<file path="config.mk">
export PLATFORM = sky130hd
export DESIGN_NAME = eth_manchester_tx
export DESIGN_NICKNAME = d
export VERILOG_FILES = /design/src/rtl/eth_manchester_tx.sv
export SDC_FILE = /design/constraint.sdc
export NUM_CORES = 1
export LEC_CHECK = 0
export ABC_AREA = 1
export BUFFER_PORTS_ARGS = -buffer_cell sky130_fd_sc_hd__clkbuf_2
export CORE_ASPECT_RATIO = 0.6
export CORE_MARGIN = 2
export CORE_UTILIZATION = 59
export DETAILED_ROUTE_END_ITERATION = 10
export PLACE_DENSITY = 0.77
export SYNTH_ARGS = -nofsm -noshare
export SYNTH_HDL_FRONTEND = slang
export SYNTH_SLANG_ARGS = --single-unit
</file>
<file path="constraint.sdc">
create_clock -name clk -period 1.91 [get_ports clk]
set_input_delay 0.0955 -clock clk [delete_from_list [all_inputs] [get_ports clk]]
set_output_delay 0.0955 -clock clk [all_outputs]
set_load 0.1 [all_outputs]
</file>
<file path="src/rtl/eth_manchester_tx.sv">
// rtl/eth_manchester_tx.sv - 10BASE-T Manchester line encoder with TP_IDL and NLP generation
module eth_manchester_tx #(
  parameter int HALF_BIT_CYCLES   = 1,
  parameter int SOI_CYCLES        = 5,
  parameter int NLP_PERIOD_CYCLES = 320000,
  parameter int NLP_WIDTH_CYCLES  = 2
) (
  input  logic clk,
  input  logic rst_n,
  output logic bit_en,
  input  logic tx_data,
  input  logic tx_en,
  input  logic tx_idle,
  output logic td_p,
  output logic td_n,
  output logic line_active
);

  // SOI and NLP are never active together, so they share one pulse-length counter.
  localparam int PLS_CYCLES = (SOI_CYCLES > NLP_WIDTH_CYCLES) ? SOI_CYCLES : NLP_WIDTH_CYCLES;
  localparam int HB_W  = (HALF_BIT_CYCLES > 1)   ? $clog2(HALF_BIT_CYCLES)   : 1;
  localparam int NLP_W = (NLP_PERIOD_CYCLES > 1) ? $clog2(NLP_PERIOD_CYCLES) : 1;
  localparam int PLS_W = (PLS_CYCLES > 1)        ? $clog2(PLS_CYCLES)        : 1;

  localparam logic [HB_W-1:0]  HB_MAX  = HB_W'(HALF_BIT_CYCLES - 1);
  localparam logic [NLP_W-1:0] NLP_MAX = NLP_W'(NLP_PERIOD_CYCLES - 1);
  localparam logic [PLS_W-1:0] SOI_MAX = PLS_W'(SOI_CYCLES - 1);
  localparam logic [PLS_W-1:0] WID_MAX = PLS_W'(NLP_WIDTH_CYCLES - 1);

  typedef enum logic [1:0] {
    ST_IDLE,
    ST_NLP,
    ST_DATA,
    ST_SOI
  } state_t;

  state_t           state_q, state_d;
  logic [HB_W-1:0]  hb_q, hb_d;
  logic             phase_q, phase_d;
  logic [NLP_W-1:0] nlp_q, nlp_d;
  logic [PLS_W-1:0] pls_q, pls_d;
  logic             bit_q, bit_d;
  logic             bit_en_q, bit_en_d;
  logic             td_p_q, td_p_d;
  logic             td_n_q, td_n_d;
  logic             line_active_q, line_active_d;
  logic             boundary;

  logic unused_tx_idle;
  assign unused_tx_idle = tx_idle;

  always_comb begin
    hb_d          = (hb_q == HB_MAX) ? '0 : hb_q + HB_W'(1);
    phase_d       = (hb_q == HB_MAX) ? ~phase_q : phase_q;
    boundary      = phase_q && (hb_q == HB_MAX);
    state_d       = state_q;
    nlp_d         = nlp_q;
    pls_d         = pls_q;
    bit_d         = bit_q;

    case (state_q)
      ST_IDLE: begin
        if (nlp_q == NLP_MAX) begin
          state_d = ST_NLP;
          nlp_d   = '0;
          pls_d   = '0;
        end else begin
          nlp_d = nlp_q + NLP_W'(1);
        end
      end
      ST_NLP: begin
        if (pls_q == WID_MAX) begin
          state_d = ST_IDLE;
          nlp_d   = '0;
          pls_d   = '0;
        end else begin
          pls_d = pls_q + PLS_W'(1);
        end
      end
      ST_DATA: begin
        if (boundary && !tx_en) begin
          state_d = ST_SOI;
          pls_d   = '0;
        end
      end
      ST_SOI: begin
        if (pls_q == SOI_MAX) begin
          state_d = ST_IDLE;
          nlp_d   = '0;
          pls_d   = '0;
        end else begin
          pls_d = pls_q + PLS_W'(1);
        end
      end
      default: state_d = ST_IDLE;
    endcase

    // A new frame bit overrides any pulse or idle timing in progress.
    if (boundary && tx_en) begin
      state_d = ST_DATA;
      nlp_d   = '0;
      pls_d   = '0;
      bit_d   = tx_data;
    end

    // Outputs are computed from next-state values so the registers line up with the state.
    bit_en_d      = phase_d && (hb_d == HB_MAX);
    line_active_d = (state_d != ST_IDLE);
    td_p_d        = 1'b0;
    td_n_d        = 1'b0;
    case (state_d)
      ST_NLP, ST_SOI: td_p_d = 1'b1;
      ST_DATA: begin
        td_p_d = phase_d ? bit_d : ~bit_d;
        td_n_d = ~td_p_d;
      end
      default: ;
    endcase
  end

  always_ff @(posedge clk) begin
    if (!rst_n) begin
      state_q       <= ST_IDLE;
      hb_q          <= '0;
      phase_q       <= 1'b0;
      nlp_q         <= '0;
      pls_q         <= '0;
      bit_q         <= 1'b0;
      bit_en_q      <= 1'b0;
      td_p_q        <= 1'b0;
      td_n_q        <= 1'b0;
      line_active_q <= 1'b0;
    end else begin
      state_q       <= state_d;
      hb_q          <= hb_d;
      phase_q       <= phase_d;
      nlp_q         <= nlp_d;
      pls_q         <= pls_d;
      bit_q         <= bit_d;
      bit_en_q      <= bit_en_d;
      td_p_q        <= td_p_d;
      td_n_q        <= td_n_d;
      line_active_q <= line_active_d;
    end
  end

  assign bit_en      = bit_en_q;
  assign td_p        = td_p_q;
  assign td_n        = td_n_q;
  assign line_active = line_active_q;

endmodule

</file>
==> results of run 1 <==
==> report_power, final <==
part / total, mW / switching (mW) / leakage (nW) / internal [mW]
clock: 0.663 / 0.238 / 0.0585 / 0.425
sequential: 0.641 / 0.0167 / 0.235 / 0.624
combinational: 0.176 / 0.139 / 0.451 / 0.0376
total: 1.48 / 0.394 / 0.745 / 1.09
==> through the flow <==
step	worst slack (ns)	hold slack, ns	area [µm²]
2_1_floorplan	0.00495	0.232	1550
3_3_place_gp	0.294	0.373	1610
3_5_place_dp	0.241	0.375	1610
4_1_cts	0.231	0.0906	1730
5_1_grt	0.0902	0.119	1730
6_report	0.215	0.108	1730
==> layer usage <==
metal  vias to the layer above  GRT usage, %
li1                        727             -
met1                       652          31.6
met2                        47          38.3
met3                         5          6.28
met4                         0          12.7
met5                         -             0
==> worst paths after layout <==
check                                 to  slack (ns)
setup / recovery  nlp_q[14]$_SDFFE_PP0P_        0.21
hold / removal          bit_q$_SDFF_PN0_        0.11
setup reg to reg  nlp_q[14]$_SDFFE_PP0P_        0.21
hold reg to reg    nlp_q[0]$_SDFFE_PP0P_        0.50
==> cells by family (layout without fill, tap and decap cells) <==
logic type / count (synthesis) / in the layout / synth area share, %
xor gates and xnor gates: 10 / 10 / 5.64
AOI/OAI and AO/OA: 16 / 16 / 6.37
and+or+nand+nor: 129 / 129 / 38.3
adders and majority gates: 4 / 4 / 3.22
DFF: 29 / 29 / 37.4
buffers and inverters: 33 / 47 / 9.11
==> layout make-up <==
type | instances | area share (%)
clock buffer | 7 | 4.99
sequential | 29 | 33.6
multi-input combinational | 159 | 48.0
clock inverter | 1 | 1.74
inverter | 31 | 6.87
tap | 32 | 2.32
timing repair buffer | 8 | 2.46
==> layout by cell type (no fill, tap or decap), drive strengths merged, types with 3 or more instances in the layout <==
| master | count |
|---|---|
| nand2 | 52 |
| nor2 | 43 |
| inv | 31 |
| dfxtp | 29 |
| nand3 | 16 |
| clkbuf | 14 |
| nor3 | 9 |
| a21oi | 8 |
| xor2 | 7 |
| nand4 | 7 |
| o21ai | 7 |
| ha | 4 |
| xnor2 | 3 |
==> flip-flops by register name (all words and copies together) (netlist names) <==
signal and count:
td_n 1, line_active 1, bit_q 1, phase_q 1, pls_q 3, state_q 2, td_p 1, nlp_q 19
==> tightest hold or removal path: stages <==
cell and delay, ns:
clkbuf_2 0.10, inv_1 0.09, nor2_1 0.05
==> metrics.md, run 1 <==
| Metric | Value |
|---|---|
| Die footprint | `3070 µm²` |
| Leak | `0.745 nW` |
| Met3 routed WL | `243 µm` |
| Min-delay src | `rst_n` |
| Main synth FF type | `dfxtp_1` |
| Delay-heaviest family, CP | `simple AND/OR/NAND/NOR gates` |
| WHS Path Cells | `3` |
| Core box area | `2500 µm²` |
| Flop and latch count out of synthesis | `29` |
| CP Max Fanout | `13` |
| Syn_area_per_cell | `7.03 µm²` |
| Vias | `1431` |
| Chip height | `43.7 µm` |
| Nets | `243` |
| Vias in the first global route | `1292` |
| Max layer used | `met4` |
| Post-route insts no fill | `267` |
| Most common cell in the netlist | `nand2_1` |
| Critical path buffers and inverters | `1` |
| Worst Setup Path Type | `flip-flop to flip-flop` |
| Peak VDD IR | `0.638 mV` |
| Power Total | `1.48 mW` |
| Critical Path Stages | `9` |
| Synth Instances | `221` |
| Slew margin rel. | `63.9%` |
| Clk pin slew, worst setup/hold paths | `0.07 ns` |
| Min cycle time layout | `1.70 ns` |
| H-tree depth | `2` |
| Status | `complete, no violations` |
| Fin crit share | `88.8%` |
| First-pass GRT wire length | `5630 µm` |
| Final hold viol count | `0` |
| Startpoint Class | `flip-flop` |
| Crit path from | `pls_q[0]$_SDFFE_PP0P_` |
| Hold Crit Class | `primary input to flip-flop` |
| TNS Setup | `0 ns` |
| Top post-synthesis cells by area | `dfxtp_1, nand2_1, nor2_1` |
| GR Overflow Total | `0` |
| Slowest library cell on the worst path | `dfxtp_1` |
| Final setup viols | `0` |
| Netlist cell types | `25` |
| Initial Util | `62.0%` |
| Clock buffer depth | `2` |
| Port Buffers | `7` |
| Gp weighted congestion | `0.829` |
| Diodes inserted | `0` |
| First-pass DRT Iterations | `4` |
| Total CTS buffers | `5` |
| Final Core Density | `69.0%` |
| EDFF count, synth | `0` |
| Register area | `581 µm²` |
| Pwr per Cell Area | `856 nW/µm²` |
| CTS tree | `yes` |
| Total Routing Usage GR | `24.4%` |
| Boundary Pins | `9` |
| Syn Nets | `230` |
| DIE WIDTH | `70.2 µm` |
| Worst-Skew Late Latency | `0.28 ns` |
| Max Cap Viol | `0` |
| Hold Buf Count CTS | `0` |
| Post-detail-place hpwl | `2370 µm` |
| CP peak stage delay | `0.35 ns` |
| Reg-to-reg critical path startpoint | `pls_q[0]$_SDFFE_PP0P_` |
| Sequential-to-total area share from yosys stat | `37.4%` |
| Largest net degree at the start of global routing | `18` |
| Worst slew pin tran | `0.544 ns` |
| Warnings, synthesis | `0` |
| Top-area cell type share of the netlist area | `37.4%` |
| CP cell instances | `inv_1, ha_1, nand2_2, o21ai_4, nand2_4, nor2_4, nand3_1, xor2_1, nor2_1` |
| ANT nets after route | `0` |
| Kind of end point of the critical path | `flip-flop` |
| Fraction of layout cells with a size suffix above 1 | `13.2%` |
| Initial drt markers | `95` |
| CTS Sinks | `29` |
| Post-Route WL | `3360 µm` |
| Yosys top cell by area | `dfxtp_1` |
| Wire per inst | `12.6 µm` |
| Mapped cell area | `1550 µm²` |
| DRT met1 WL | `1620 µm` |
| Required time worst endpoint | `2.09 ns` |
| Synthesis-to-layout area growth | `11.4%` |
| Worst EP arrival | `1.87 ns` |
| Met2 wire len | `1440 µm` |
| Row cnt | `14` |
| Placed Instances | `259` |
| Max Fclk | `590 MHz` |
| Routed vias/inst | `5.36` |
| Initial antenna violation count | `0` |
| Fillers | `202` |
| Area occupied by multi-input gates | `831 µm²` |
| Synth cell count leaders | `nand2_1, nor2_1, dfxtp_1, inv_1, nand3_1` |
| FFs w/ async S/R, synth | `0%` |
| Slew Viols, Final | `0` |
| Clk_skew | `0.00909 ns` |
| Post-CTS sizing | `0` |
| Worst reg-to-reg path cell count | `9` |
| Unrepaired setup endpoints after global routing | `no` |
| Setup Buffers After CTS | `0` |
| DRC errors left | `0` |
| Root buf cell | `clkbuf_8` |
Power figures use the tool's default switching activity.
==> inputs of run 2 (changes only) <==
Settings changed: CORE_UTILIZATION 59 to 60, CTS_BUF_LIST set to sky130_fd_sc_hd__clkbuf_4 sky130_fd_sc_hd__clkbuf_8, PLACE_DENSITY 0.77 to 0.78.
==> metrics.md, run 2 (synthesis results as in run 1) <==
| Metric | Value |
|---|---|
| Delay-heaviest family, CP | `simple AND/OR/NAND/NOR gates` |
| Critical path buffers and inverters | `1` |
| Top flop regs | `nlp_q x19, pls_q x3, state_q x2` |
| Slew margin rel. | `64.2%` |
| Max reg flops | `19` |
| Gp weighted congestion | `0.848` |
| Vias in the first global route | `1274` |
| Largest Register | `nlp_q` |
| Most frequent cells in the layout | `nand2_1, nor2_1, inv_1, dfxtp_1, nand3_1` |
| ANT nets after route | `0` |
| Max Fclk | `591 MHz` |
| Flop-to-flop setup slack | `0.22 ns` |
| Hold Crit Class | `primary input to flip-flop` |
| Post-Route WL | `3140 µm` |
| Min cycle time layout | `1.69 ns` |
| CTS Sinks | `29` |
| Diodes inserted | `0` |
| Final setup viols | `0` |
| Register area | `581 µm²` |
| Pre-CTS setup slack | `0.266 ns` |
| Most common cell after layout, fill and taps aside | `nand2_1` |
| Final Core Density | `68.9%` |
| Nets | `243` |
| Clk pin slew, worst setup/hold paths | `0.06 ns` |
| Placed Instances | `259` |
| Worst-Skew Late Latency | `0.28 ns` |
| Kind of end point of the critical path | `flip-flop` |
| First-pass DRT Iterations | `5` |
| Area occupied by multi-input gates | `831 µm²` |
| Core box area | `2490 µm²` |
| Power Total | `1.37 mW` |
| Startpoint Class | `flip-flop` |
| Port Buffers | `7` |
| Required time worst endpoint | `2.08 ns` |
| Row cnt | `14` |
| Total Routing Usage GR | `23.5%` |
| CTS tree | `yes` |
| Post-route insts no fill | `267` |
| Worst Setup Path Type | `flip-flop to flip-flop` |
| Largest net degree at the start of global routing | `18` |
| Clk_skew | `0.00494 ns` |
| Reg-to-reg critical path endpoint | `nlp_q[14]$_SDFFE_PP0P_` |
| Root buf cell | `clkbuf_8` |
| Vias | `1400` |
| TNS Setup | `0 ns` |
| Post-CTS sizing | `0` |
| Worst Hold End | `phase_q$_SDFF_PN0_` |
| Post-Place Cell Area | `1610 µm²` |
| CP Max Fanout | `13` |
| DRC errors left | `0` |
| Hold slack | `0.0799 ns` |
| Wire per inst | `11.8 µm` |
| CP peak stage delay | `0.34 ns` |
| Initial Util | `62.4%` |
| Final Cell Area | `1710 µm²` |
| Final hold viol count | `0` |
| Total CTS buffers | `5` |
| Status | `complete, no violations` |
| Pwr per Cell Area | `801 nW/µm²` |
| Post-detail-place hpwl | `2310 µm` |
| DIE WIDTH | `69.7 µm` |
| Initial antenna violation count | `0` |
| Fraction of layout cells with a size suffix above 1 | `13.6%` |
| Setup Buffers After CTS | `0` |
| Crit path from | `pls_q[1]$_SDFFE_PP0P_` |
| Boundary Pins | `9` |
| Peak VDD IR | `0.755 mV` |
| WHS Path Cells | `3` |
| Slowest library cell on the worst path | `dfxtp_1` |
| Worst slew pin tran | `0.539 ns` |
| Synthesis-to-layout area growth | `10.4%` |
| Worst Slack Setup Final | `0.219 ns` |
| Worst EP arrival | `1.86 ns` |
| Reg-to-reg critical path startpoint | `pls_q[1]$_SDFFE_PP0P_` |
| GR Overflow Total | `0` |
| Worst reg-to-reg path cell count | `9` |
| Clock buffer depth | `2` |
| Hold Buf Count CTS | `0` |
| Max Cap Viol | `0` |
| Leak | `0.741 nW` |
| Routed vias/inst | `5.24` |
| Initial drt markers | `80` |
| Die footprint | `3020 µm²` |
| Chip height | `43.4 µm` |
| Fillers | `205` |
| First-pass GRT wire length | `5460 µm` |
| Slew Viols, Final | `0` |
| H-tree depth | `2` |
| Unrepaired setup endpoints after global routing | `no` |
| Fin crit share | `88.5%` |
| Min-delay src | `rst_n` |
| CP cell instances | `inv_1, ha_1, nand2_2, o21ai_4, nand2_4, nor2_4, nand3_1, xor2_1, nor2_1` |
## run 2: worst register-to-register path, stage by stage (launching register included)
cell	delay (ns)
dfxtp_1	0.34
inv_1	0.10
ha_1	0.17
nand2_2	0.09
o21ai_4	0.19
nand2_4	0.17
nor2_4	0.20
nand3_1	0.11
xor2_1	0.16
nor2_1	0.05
## run 2: worst max-delay path by stage
stage,cells past startpoint,end,slack [ns]
after global placement,9,nlp_q[14]$_SDFFE_PP0P_,0.29
after floorplan,5,td_n$_SDFF_PN0_,0.005
after global routing,9,nlp_q[14]$_SDFFE_PP0P_,0.04
after detailed placement,9,nlp_q[14]$_SDFFE_PP0P_,0.27
final,9,nlp_q[14]$_SDFFE_PP0P_,0.22
after CTS,9,nlp_q[14]$_SDFFE_PP0P_,0.23
## run 2: per-layer routing
metal,global-route usage (%),vias to the layer above,wire length [µm]
li1,-,725,-
met1,31.3,620,1560
met2,36.7,47,1290
met3,6.98,8,242
met4,9.23,0,48
met5,0,-,0
## run 2: report_power, final
part / switching, mW / total [mW] / internal, mW
clock network: 0.234 / 0.559 / 0.325
registers: 0.0162 / 0.641 / 0.625
logic: 0.135 / 0.173 / 0.0376
## run 2: layout make-up
type                       instances  area share [%]
clock buffer                       7            5.62
clock inverter                     1           0.292
inverter                          31            6.93
multi-input combinational        159            48.5
sequential                        29            33.9
tap                               32            2.34
timing repair buffer               8            2.48
==> inputs of run 3 (changes only) <==
Settings changed: CORE_UTILIZATION 60 to 39, GPL_TIMING_DRIVEN set to 0, PLACE_DENSITY 0.78 to 0.54.
==> metrics.md, run 3 (synthesis results as in run 1) <==
| Metric | Value |
|---|---|
| P_sw | `0.375 mW` |
| Total CTS buffers | `5` |
| Clock buffer depth | `2` |
| Comb power frac | `14.5%` |
| Clock share of power | `35.5%` |
| Largest Register | `nlp_q` |
| Min cycle time layout | `1.67 ns` |
| Seq pwr share | `50.0%` |
| Die footprint | `4520 µm²` |
| CTS tree | `yes` |
| Setup Buffers After CTS | `0` |
| Final hold viol count | `0` |
| Kind of end point of the critical path | `flip-flop` |
| Fraction of layout cells with a size suffix above 1 | `13.2%` |
| Worst slew pin tran | `0.542 ns` |
| Final setup viols | `0` |
| Post-CTS sizing | `0` |
| Min-delay src | `rst_n` |
| TNS Setup | `0 ns` |
| Post-Route WL | `3290 µm` |
| Clk pin slew, worst setup/hold paths | `0.06 ns` |
| Clk_skew | `0.00555 ns` |
| Port Buffers | `7` |
| Slew Viols, Final | `0` |
| Internal | `0.909 mW` |
| Initial drt markers | `86` |
| Vias in the first global route | `1142` |
| DRC errors left | `0` |
| Max Cap Viol | `0` |
| Vias | `1285` |
| Hold Buf Count CTS | `0` |
| Peak VDD IR | `0.462 mV` |
| Worst reg-to-reg path cell count | `9` |
| GR Overflow Total | `0` |
| Worst EP arrival | `1.84 ns` |
| Pre-CTS setup slack | `0.240 ns` |
| Max Fclk | `599 MHz` |
| H-tree depth | `2` |
| Top flop regs | `nlp_q x19, pls_q x3, state_q x2` |
| Unrepaired setup endpoints after global routing | `no` |
| Max reg flops | `19` |
| Startpoint Class | `flip-flop` |
| CTS Sinks | `29` |
| Reg-to-reg critical path startpoint | `nlp_q[0]$_SDFFE_PP0P_` |
| Most common cell after layout, fill and taps aside | `nand2_1` |
| Chip height | `52.9 µm` |
| Pwr per Cell Area | `746 nW/µm²` |
| WHS Path Cells | `3` |
| ANT nets after route | `0` |
| Routed vias/inst | `4.57` |
| Worst Hold End | `line_active$_SDFF_PN0_` |
| Worst-Skew Late Latency | `0.28 ns` |
| Row cnt | `17` |
| Hold slack | `0.0941 ns` |
| CP Max Fanout | `10` |
| Core box area | `3740 µm²` |
| Largest net degree at the start of global routing | `11` |
| Root buf cell | `clkbuf_8` |
| Required time worst endpoint | `2.08 ns` |
| Diodes inserted | `0` |
| Sw Ratio | `29.2%` |
| Nets | `244` |
| Status | `complete, no violations` |
| Flop-to-flop setup slack | `0.24 ns` |
| Wire per inst | `11.7 µm` |
| Hold Crit Class | `primary input to flip-flop` |
| Leak | `0.733 nW` |
| Reg-to-reg critical path endpoint | `nlp_q[7]$_SDFFE_PP0P_` |
| Worst Setup Path Type | `flip-flop to flip-flop` |
| Worst Slack Setup Final | `0.241 ns` |
| Synthesis-to-layout area growth | `10.8%` |
| Total Routing Usage GR | `17.1%` |
| Slew margin rel. | `64.0%` |
| Initial Util | `41.5%` |
| Post-detail-place hpwl | `2500 µm` |
| Initial antenna violation count | `0` |
| Fin crit share | `87.4%` |
| Most frequent cells in the layout | `nand2_1, nor2_1, inv_1, dfxtp_1, nand3_1` |
| First-pass DRT Iterations | `4` |
| First-pass GRT wire length | `5730 µm` |
| DIE WIDTH | `85.5 µm` |
| Boundary Pins | `9` |
| Gp weighted congestion | `0.799` |
## run 3: worst max path at each step
stage                                   endpoint                   from  slack, ns  depth (start not counted)
after global routing      nlp_q[15]$_SDFFE_PP0P_  nlp_q[1]$_SDFFE_PP0P_       0.07                          9
after CTS                  nlp_q[7]$_SDFFE_PP0P_  nlp_q[0]$_SDFFE_PP0P_       0.22                          9
after floorplan                  td_n$_SDFF_PN0_     phase_q$_SDFF_PN0_      0.005                          5
after global placement     nlp_q[7]$_SDFFE_PP0P_  nlp_q[0]$_SDFFE_PP0P_       0.24                          9
after detailed placement  nlp_q[15]$_SDFFE_PP0P_  nlp_q[0]$_SDFFE_PP0P_       0.24                          9
final                      nlp_q[7]$_SDFFE_PP0P_  nlp_q[0]$_SDFFE_PP0P_       0.24                          9
## run 3: layout make-up
class | instances | area [µm²]
Multi-Input combinational cell | 159 | 831
Timing Repair Buffer | 7 | 35.0
Buffer | 2 | 22.5
Fill cell | 385 | 2020
Sequential cell | 29 | 581
Clock inverter | 1 | 5.00
Inverter | 31 | 119
Clock buffer | 5 | 68.8
Tap cell | 47 | 58.8
## run 3: routing by layer
layer / global-route usage (%) / share of wire [%] / vias up / wire length [µm]
met2: 18.2 / 31 / 24 / 1040
met3: 5.15 / 4.4 / 2 / 144
met4: 7.94 / 1.0 / 0 / 33
li1: - / - / 726 / -
met1: 28.2 / 63 / 533 / 2070
met5: 0 / 0 / - / 0
## run 3: power groups by stage
stage / Clock (mW) / Combinational (mW) / Sequential (mW)
after global routing: 0.499 / 0.205 / 0.644
after global placement: 0 / 0.188 / 0.654
final: 0.456 / 0.186 / 0.642
after CTS: 0.474 / 0.187 / 0.641
after floorplan: 0 / 0.0969 / 0.705
after detailed placement: 0 / 0.186 / 0.654
## run 3: worst max-delay path, cell delays in order, from the launching register on
cell	delay, ns
dfxtp_1	0.37
ha_1	0.23
nand3_1	0.12
nor2_1	0.17
nand3_1	0.12
nand2_1	0.15
nand2_4	0.06
nand2_4	0.12
buf_6	0.17
nor2_1	0.05
## run 3: stage by stage
step	area [µm²]	power, mW	util (%)	instances
3_3_place_gp	1650	0.841	44.0	275
5_1_grt	1720	1.35	46.0	281
4_1_cts	1720	1.30	46.0	281
3_5_place_dp	1650	0.841	44.0	275
2_1_floorplan	1550	0.801	-	221
6_report	1720	1.28	46.0	281
